**config.mk**
```make
export PLATFORM = sky130hd
export DESIGN_NAME = tmds_decode
export DESIGN_NICKNAME = d
export VERILOG_FILES = /design/src/rtl/tmds_decode.sv
export SDC_FILE = /design/constraint.sdc
export NUM_CORES = 1
export LEC_CHECK = 0
export CAP_MARGIN = 20
export CORE_ASPECT_RATIO = 1.2
export CORE_UTILIZATION = 45
export DETAILED_ROUTE_END_ITERATION = 8
export HOLD_SLACK_MARGIN = 0.15
export PLACE_DENSITY = 0.73
export SYNTH_ARGS = -nofsm -noshare
export SYNTH_HDL_FRONTEND = slang
export SYNTH_SLANG_ARGS = --single-unit
export TNS_END_PERCENT = 50
```
**constraint.sdc**
```tcl
create_clock -name clk -period 4 [get_ports clk]
set_clock_uncertainty 0.15 [all_clocks]
set_input_delay 0.4 -clock clk [delete_from_list [all_inputs] [get_ports clk]]
set_output_delay 0.4 -clock clk [all_outputs]
set_load 0.1 [all_outputs]
```
**src/rtl/tmds_decode.sv**
```systemverilog
// TMDS receive channel: bit-slip alignment on control-token runs, then 10b->8b decode.
// One instance per channel, running on the pixel clock.
module tmds_decode #(
   parameter int LOCK_RUN       = 16,
   parameter int SEARCH_TIMEOUT = 1024,
   parameter int LOSS_TIMEOUT   = 4096
) (
   input  logic       clk,
   input  logic       rst,
   input  logic [9:0] din,
   output logic [7:0] dout,
   output logic       de,
   output logic       c0,
   output logic       c1,
   output logic       locked,
   output logic [3:0] offset
);
   localparam int RUN_W = $clog2(LOCK_RUN + 1);
   localparam int TMR_W = $clog2(SEARCH_TIMEOUT);
   localparam int GAP_W = $clog2(LOSS_TIMEOUT);

   typedef enum logic {SEARCH, LOCKED} state_t;

   state_t           state, state_n;
   logic [3:0]       offset_n;
   logic [RUN_W-1:0] ctl_run, ctl_run_n, run_inc;
   logic [TMR_W-1:0] tmr, tmr_n;
   logic [GAP_W-1:0] gap, gap_n;

   logic [9:0]  prev, sym;
   logic [19:0] win;
   logic        is_ctl;
   logic [1:0]  ctl_code;
   logic [7:0]  d, dec;
   logic [7:0]  dout_r;
   logic        de_r;
   logic [1:0]  c_r;

   // prev holds the older word, so a symbol straddling two words is read low-to-high
   assign win = {din, prev};

   always_ff @(posedge clk) begin
      if (rst) begin
         prev <= '0;
         sym  <= '0;
      end else begin
         prev <= din;
         sym  <= win[offset +: 10];
      end
   end

   always_comb begin
      is_ctl   = 1'b0;
      ctl_code = 2'b00;
      case (sym)
         10'h354: begin is_ctl = 1'b1; ctl_code = 2'b00; end
         10'h0AB: begin is_ctl = 1'b1; ctl_code = 2'b01; end
         10'h154: begin is_ctl = 1'b1; ctl_code = 2'b10; end
         10'h2AB: begin is_ctl = 1'b1; ctl_code = 2'b11; end
         default: ;
      endcase
   end

   // sym[9] marks inverted payload, sym[8] selects XOR vs XNOR chaining
   always_comb begin
      d      = sym[9] ? ~sym[7:0] : sym[7:0];
      dec    = '0;
      dec[0] = d[0];
      for (int i = 1; i < 8; i++)
         dec[i] = sym[8] ? (d[i] ^ d[i-1]) : ~(d[i] ^ d[i-1]);
   end

   always_ff @(posedge clk) begin
      if (rst) begin
         dout_r <= '0;
         de_r   <= 1'b0;
         c_r    <= 2'b00;
      end else if (is_ctl) begin
         de_r <= 1'b0;
         c_r  <= ctl_code;
      end else begin
         de_r   <= 1'b1;
         dout_r <= dec;
      end
   end

   always_ff @(posedge clk) begin
      if (rst) begin
         state   <= SEARCH;
         offset  <= '0;
         ctl_run <= '0;
         tmr     <= '0;
         gap     <= '0;
      end else begin
         state   <= state_n;
         offset  <= offset_n;
         ctl_run <= ctl_run_n;
         tmr     <= tmr_n;
         gap     <= gap_n;
      end
   end

   always_comb begin
      state_n   = state;
      offset_n  = offset;
      ctl_run_n = ctl_run;
      tmr_n     = tmr;
      gap_n     = gap;
      run_inc   = '0;
      case (state)
         SEARCH: begin
            if (is_ctl)
               run_inc = (ctl_run == RUN_W'(LOCK_RUN)) ? ctl_run : ctl_run + RUN_W'(1);
            // a completed run beats a simultaneous timeout, so the offset stays put
            if (is_ctl && run_inc == RUN_W'(LOCK_RUN)) begin
               state_n   = LOCKED;
               ctl_run_n = '0;
               tmr_n     = '0;
               gap_n     = '0;
            end else if (tmr == TMR_W'(SEARCH_TIMEOUT - 1)) begin
               offset_n  = (offset == 4'd9) ? 4'd0 : offset + 4'd1;
               tmr_n     = '0;
               ctl_run_n = '0;
            end else begin
               tmr_n     = tmr + TMR_W'(1);
               ctl_run_n = run_inc;
            end
         end
         LOCKED: begin
            if (is_ctl)
               gap_n = '0;
            else if (gap == GAP_W'(LOSS_TIMEOUT - 1)) begin
               state_n   = SEARCH;
               gap_n     = '0;
               tmr_n     = '0;
               ctl_run_n = '0;
            end else
               gap_n = gap + GAP_W'(1);
         end
         default: state_n = SEARCH;
      endcase
   end

   assign locked = (state == LOCKED);
   assign dout   = locked ? dout_r : '0;
   assign de     = locked & de_r;
   assign c0     = locked & c_r[0];
   assign c1     = locked & c_r[1];
endmodule

```
# Yosys cells after proc, flatten, opt, wreduce, memory -nomap -nowiden
# Cells that the tools add are included.
[totals]
output_inout_bits = 16
input_bits = 12
elab_cells = 85
ff_bits = 63
[classes]
n_bitwise = 20
mux = 34
n_eq_ne = 12
shift = 1
n_addsub = 4
n_reduce_logical = 4
[op_table]
columns = ["operator", "count"]
rows = [
  ["$mux 10", 4],
  ["$mux 12", 3],
  ["$mux 5", 7],
  ["$eq 10x10->1 const B", 3],
  ["$pmux 12 s2", 1],
  ["$pmux 10 s2", 1],
  ["$shiftx 20x5->10", 1],
  ["$mux 8", 2],
  ["$add 12x1->12 const B", 1],
  ["$eq 12x12->1 const B", 1],
  ["$mux 1", 12],
  ["$add 10x1->10 const B", 1],
  ["$eq 10x8->1 const B", 1],
  ["$eq 10x9->1 const B", 1],
  ["$eq 5x5->1 const B", 2],
  ["$pmux 5 s2", 1],
  ["$not 1->1", 9],
  ["$not 8->8", 1],
  ["$xor 1x1->1", 7],
  ["$pmux 2 s3", 1],
  ["$add 5x1->5 const B", 1],
  ["$add 4x1->4 const B", 1],
  ["$eq 4x4->1 const B", 1],
  ["$mux 4", 1],
  ["other kinds (8)", 11],
]

# Logic depth before layout (Yosys ltp)
[depth]
ltp_word = 9
mapped_depth = 10
ltp_nobuf = 8

# Least setup slack after synthesis
# No wires, ideal clock.
[synth_path]
path_kind = "register to output"
startpoint = "register state (netlist: locked)"
endpoint = "output de"
arrival_time_ns = 2.613
setup_slack_ns = 0.837
n_path_buf = 3
stages_incl_launch_ff = 5
required_time_ns = 3.450
path_cell_list = "dfxtp_1 -> clkbuf_1 -> buf_1 -> clkbuf_1 -> and2_1"
[synth_between]
elab_chain_cells = 1
[synth_lines]
columns = ["element", "line", "rtl"]
rows = [
  ["from (decl)", "24", "state_t state, state_n;"],
  ["from (signal assigned)", "95", "state <= state_n;"],
  ["$and 1x1->1", "146", "assign de = locked & de_r;"],
  ["to (decl)", "12", "output logic de,"],
]
# Every way passes these cells.

# Worst setup path after layout
[layout_path]
startpoint = "register state (netlist: locked)"
endpoint = "output dout[0]"
[layout_between]
elab_chain_cells = 1
[layout_lines]
columns = ["element", "line", "rtl"]
rows = [
  ["$mux 8", "145", "assign dout = locked ? dout_r : '0;"],
  ["to (decl)", "11", "output logic [7:0] dout,"],
]
# Every way passes these cells.

==> summary.txt <==
Status: complete, but fails checks
Failing checks: design-rule violations
Worst reg-to-reg path cell count: 8
Synth warn: 0
Num CTS Buffers: 9
Buf+Inv Stages, Crit Path: 1
Slew margin rel.: 0.349
Hold path depth: 2
H-tree lvl count: 3
Worst-skew pair later-pin latency: 330 ps
Worst R2R Setup Slack: 1050 ps
Hold Crit Class: flop to flop
Worst Setup End Kind: primary output
Crit Path Class: flop to primary output
Leakage: 1.50 nW
Vias in the first global route: 2738
Min-delay src: dout_r[1]
Initial Utilization: 0.471
Worst setup margin: 846 ps
Syn avg cell area: 8.76 µm²
CP Launch Point: locked
Io pins: 28
DRT antenna net count: 0
Die area: 0.00848 mm²
Antenna violations before repair: 0
Arr. time, crit path: 2600 ps
GRT overflow: 0
GRT Util Overall: 0.186
Vias: 2963
Post-synth net total: 441
Port Buffers: 27
Minimum clock period: 3150 ps
Residual DRC: 2
Iteration-0 DRC Markers: 138
Reg2reg start: ctl_run[0]
ANT cells: 0
Top-area cell type share of the netlist area: 0.345
Main area contributors after synthesis: dfxtp_1, mux2i_1, a211oi_1
Drt pass-1 iters: 6
Nets: 456
Commonest non-fill, non-tap cells in the layout: dfxtp_1, nor2_1, a21oi_1
Final-report max-slew violation count: 0
Final hold vios: 0
Average wire per standard cell: 13.8 µm
Maximum VDD drop: 0.000123 V
Maximum fanout along the worst path: 29
Critical-path cell with the highest stage delay: clkdlybuf4s50_1
Row cnt: 35
Hold WS: 318 ps
Largest net degree at the start of global routing: 52
Worst-case clock buffer depth: 2
Syn-to-layout area delta: 12.6%
DP Cell Count: 513
Post-route setup TNS: 0 ps
Area after DPL: 0.00392 mm²
Post-synthesis cell type count: 53
Required time worst endpoint: 3450 ps
Post-cts resize count: 0
DR vias/cell: 5.60
Cell Pwr Density: 315 mW/mm²
Filler Cell Count: 696
WL final: 7290 µm
GPL Wtd Cong: 0.874
Die X: 84.2 µm
Peak Freq: 317 MHz
Delay-heaviest family, CP: buffers and inverters
Most common cell after layout, fill and taps aside: dfxtp_1
Cells after Synth: 417
Die height: 101 µm
Core area: 0.00775 mm²
Clk slew on worst S/H paths: 70 ps
Dpl hpwl: 5220 µm
Postcts setup bufs: 0
Worst slew pin tran: 973 ps
Cts hold-fix bufs: 0
Setup WS pre-CTS: 1160 ps
Endpoint, Worst Hold: dout_r[1]
Final setup fails: 0
Max incr delay on CP: 1130 ps
Worst R2R End: gap[11]
RSZ-0062 raised after global routing: false
Finished Layout Cells: 529
Cell area after layout: 0.00411 mm²
Synth Cell Area: 0.00365 mm²
Clock Root Buffer: clkbuf_8
Clock sink count: 63
CTS tree: built
FF+latch count, synth: 63
Layout cells sized above 1: 0.0984
Max Cap Violations: 0
Yosys top cell by area: dfxtp_1
Post-synthesis sequential area ratio: 0.345
Startpoint Class: flop
Period utilization: 0.789
First-pass GRT wire length: 12600 µm
Crit path cell chain: and2_1 -> clkdlybuf4s50_1
==> report_power, final <==
| part | switching (mW) | internal [mW] |
|---|---|---|
| clock | 0.240 | 0.302 |
| sequential | 0.0135 | 0.648 |
| combinational | 0.0450 | 0.0459 |
| total | 0.299 | 0.996 |
==> area by class of cell <==
class                   instances  area (µm²)  share of cell area
clock buffers                  12         145              0.0353
clock inverters                 4        45.0              0.0110
inverters                      17        63.8              0.0155
multi-input cells             309        2190               0.533
flip-flops and latches         63        1260               0.307
well taps                      92         115              0.0280
repair buffers                 32         290              0.0706
==> cells in the mapped netlist, drive strengths merged <==
| master | count |
|---|---|
| a2111oi | 2 |
| a211o | 2 |
| a211oi | 25 |
| a21bo | 1 |
| a21o | 1 |
| a21oi | 26 |
| a221o | 1 |
| a22o | 3 |
| a22oi | 1 |
| a311oi | 5 |
| a31oi | 4 |
| a32o | 2 |
| a32oi | 1 |
| and2 | 14 |
| and3 | 8 |
| and4 | 2 |
| buf | 12 |
| clkbuf | 16 |
| dfxtp | 63 |
| ha | 12 |
| inv | 17 |
| mux2 | 3 |
| mux2i | 25 |
| mux4 | 6 |
| nand2 | 24 |
| nand2b | 2 |
| nand3 | 22 |
| nand3b | 5 |
| nand4 | 3 |
| nand4b | 2 |
| nor2 | 41 |
| nor2b | 15 |
| nor3 | 3 |
| nor3b | 1 |
| nor4 | 1 |
| o211ai | 3 |
| o21ai | 10 |
| o21bai | 1 |
| o31a | 1 |
| o31ai | 2 |
| or3 | 5 |
| or4 | 3 |
| xnor2 | 17 |
| xor2 | 4 |
==> stage by stage <==
stage	power, mW	utilization
final	1.29	0.531
after global routing	1.35	0.531
after CTS	1.31	0.531
after detailed placement	0.766	0.506
after global placement	0.763	0.505
after floorplan	0.737	-
==> logic make-up (layout without fill, tap and decap cells) <==
logic type	after synthesis	after routing	share of synthesized area
AOI/OAI and AO/OA	91	91	0.174
xor gates and xnor gates	21	21	0.0504
adders and majority gates	12	12	0.0411
buffers and inverters	45	65	0.0545
DFF	63	63	0.345
muxes	34	34	0.115
and+or+nand+nor	151	151	0.220
==> registers in the layout, summed over array words and instances, names as in the netlist <==
register  flops
tmr          10
offset        4
de_r          1
c_r           2
prev         10
dout_r        8
gap          12
ctl_run       5
locked        1
sym          10
==> worst max-delay path by stage <==
| stage | depth (start not counted) | slack (ps) | to |
|---|---|---|---|
| 2_1_floorplan | 4 | 840 | de |
| 3_3_place_gp | 8 | 1170 | gap[4] |
| 3_5_place_dp | 8 | 1160 | gap[11] |
| 4_1_cts | 2 | 820 | dout[4] |
| 5_1_grt | 2 | 710 | dout[4] |
| 6_report | 2 | 850 | dout[0] |
==> tightest hold or removal path, stage by stage (launching register included) <==
cell and delay (ps):
dfxtp_1 320, nand2_1 50, a21oi_1 50
==> per-layer routing <==
layer  up-vias  track usage  share of wire
met3         6       0.0483          0.035
met5         -            0              0
met4         0       0.0756          0.014
li1       1527            -              -
met1      1370        0.231           0.46
met2        60        0.309           0.49
Power figures use the tool's default switching activity.
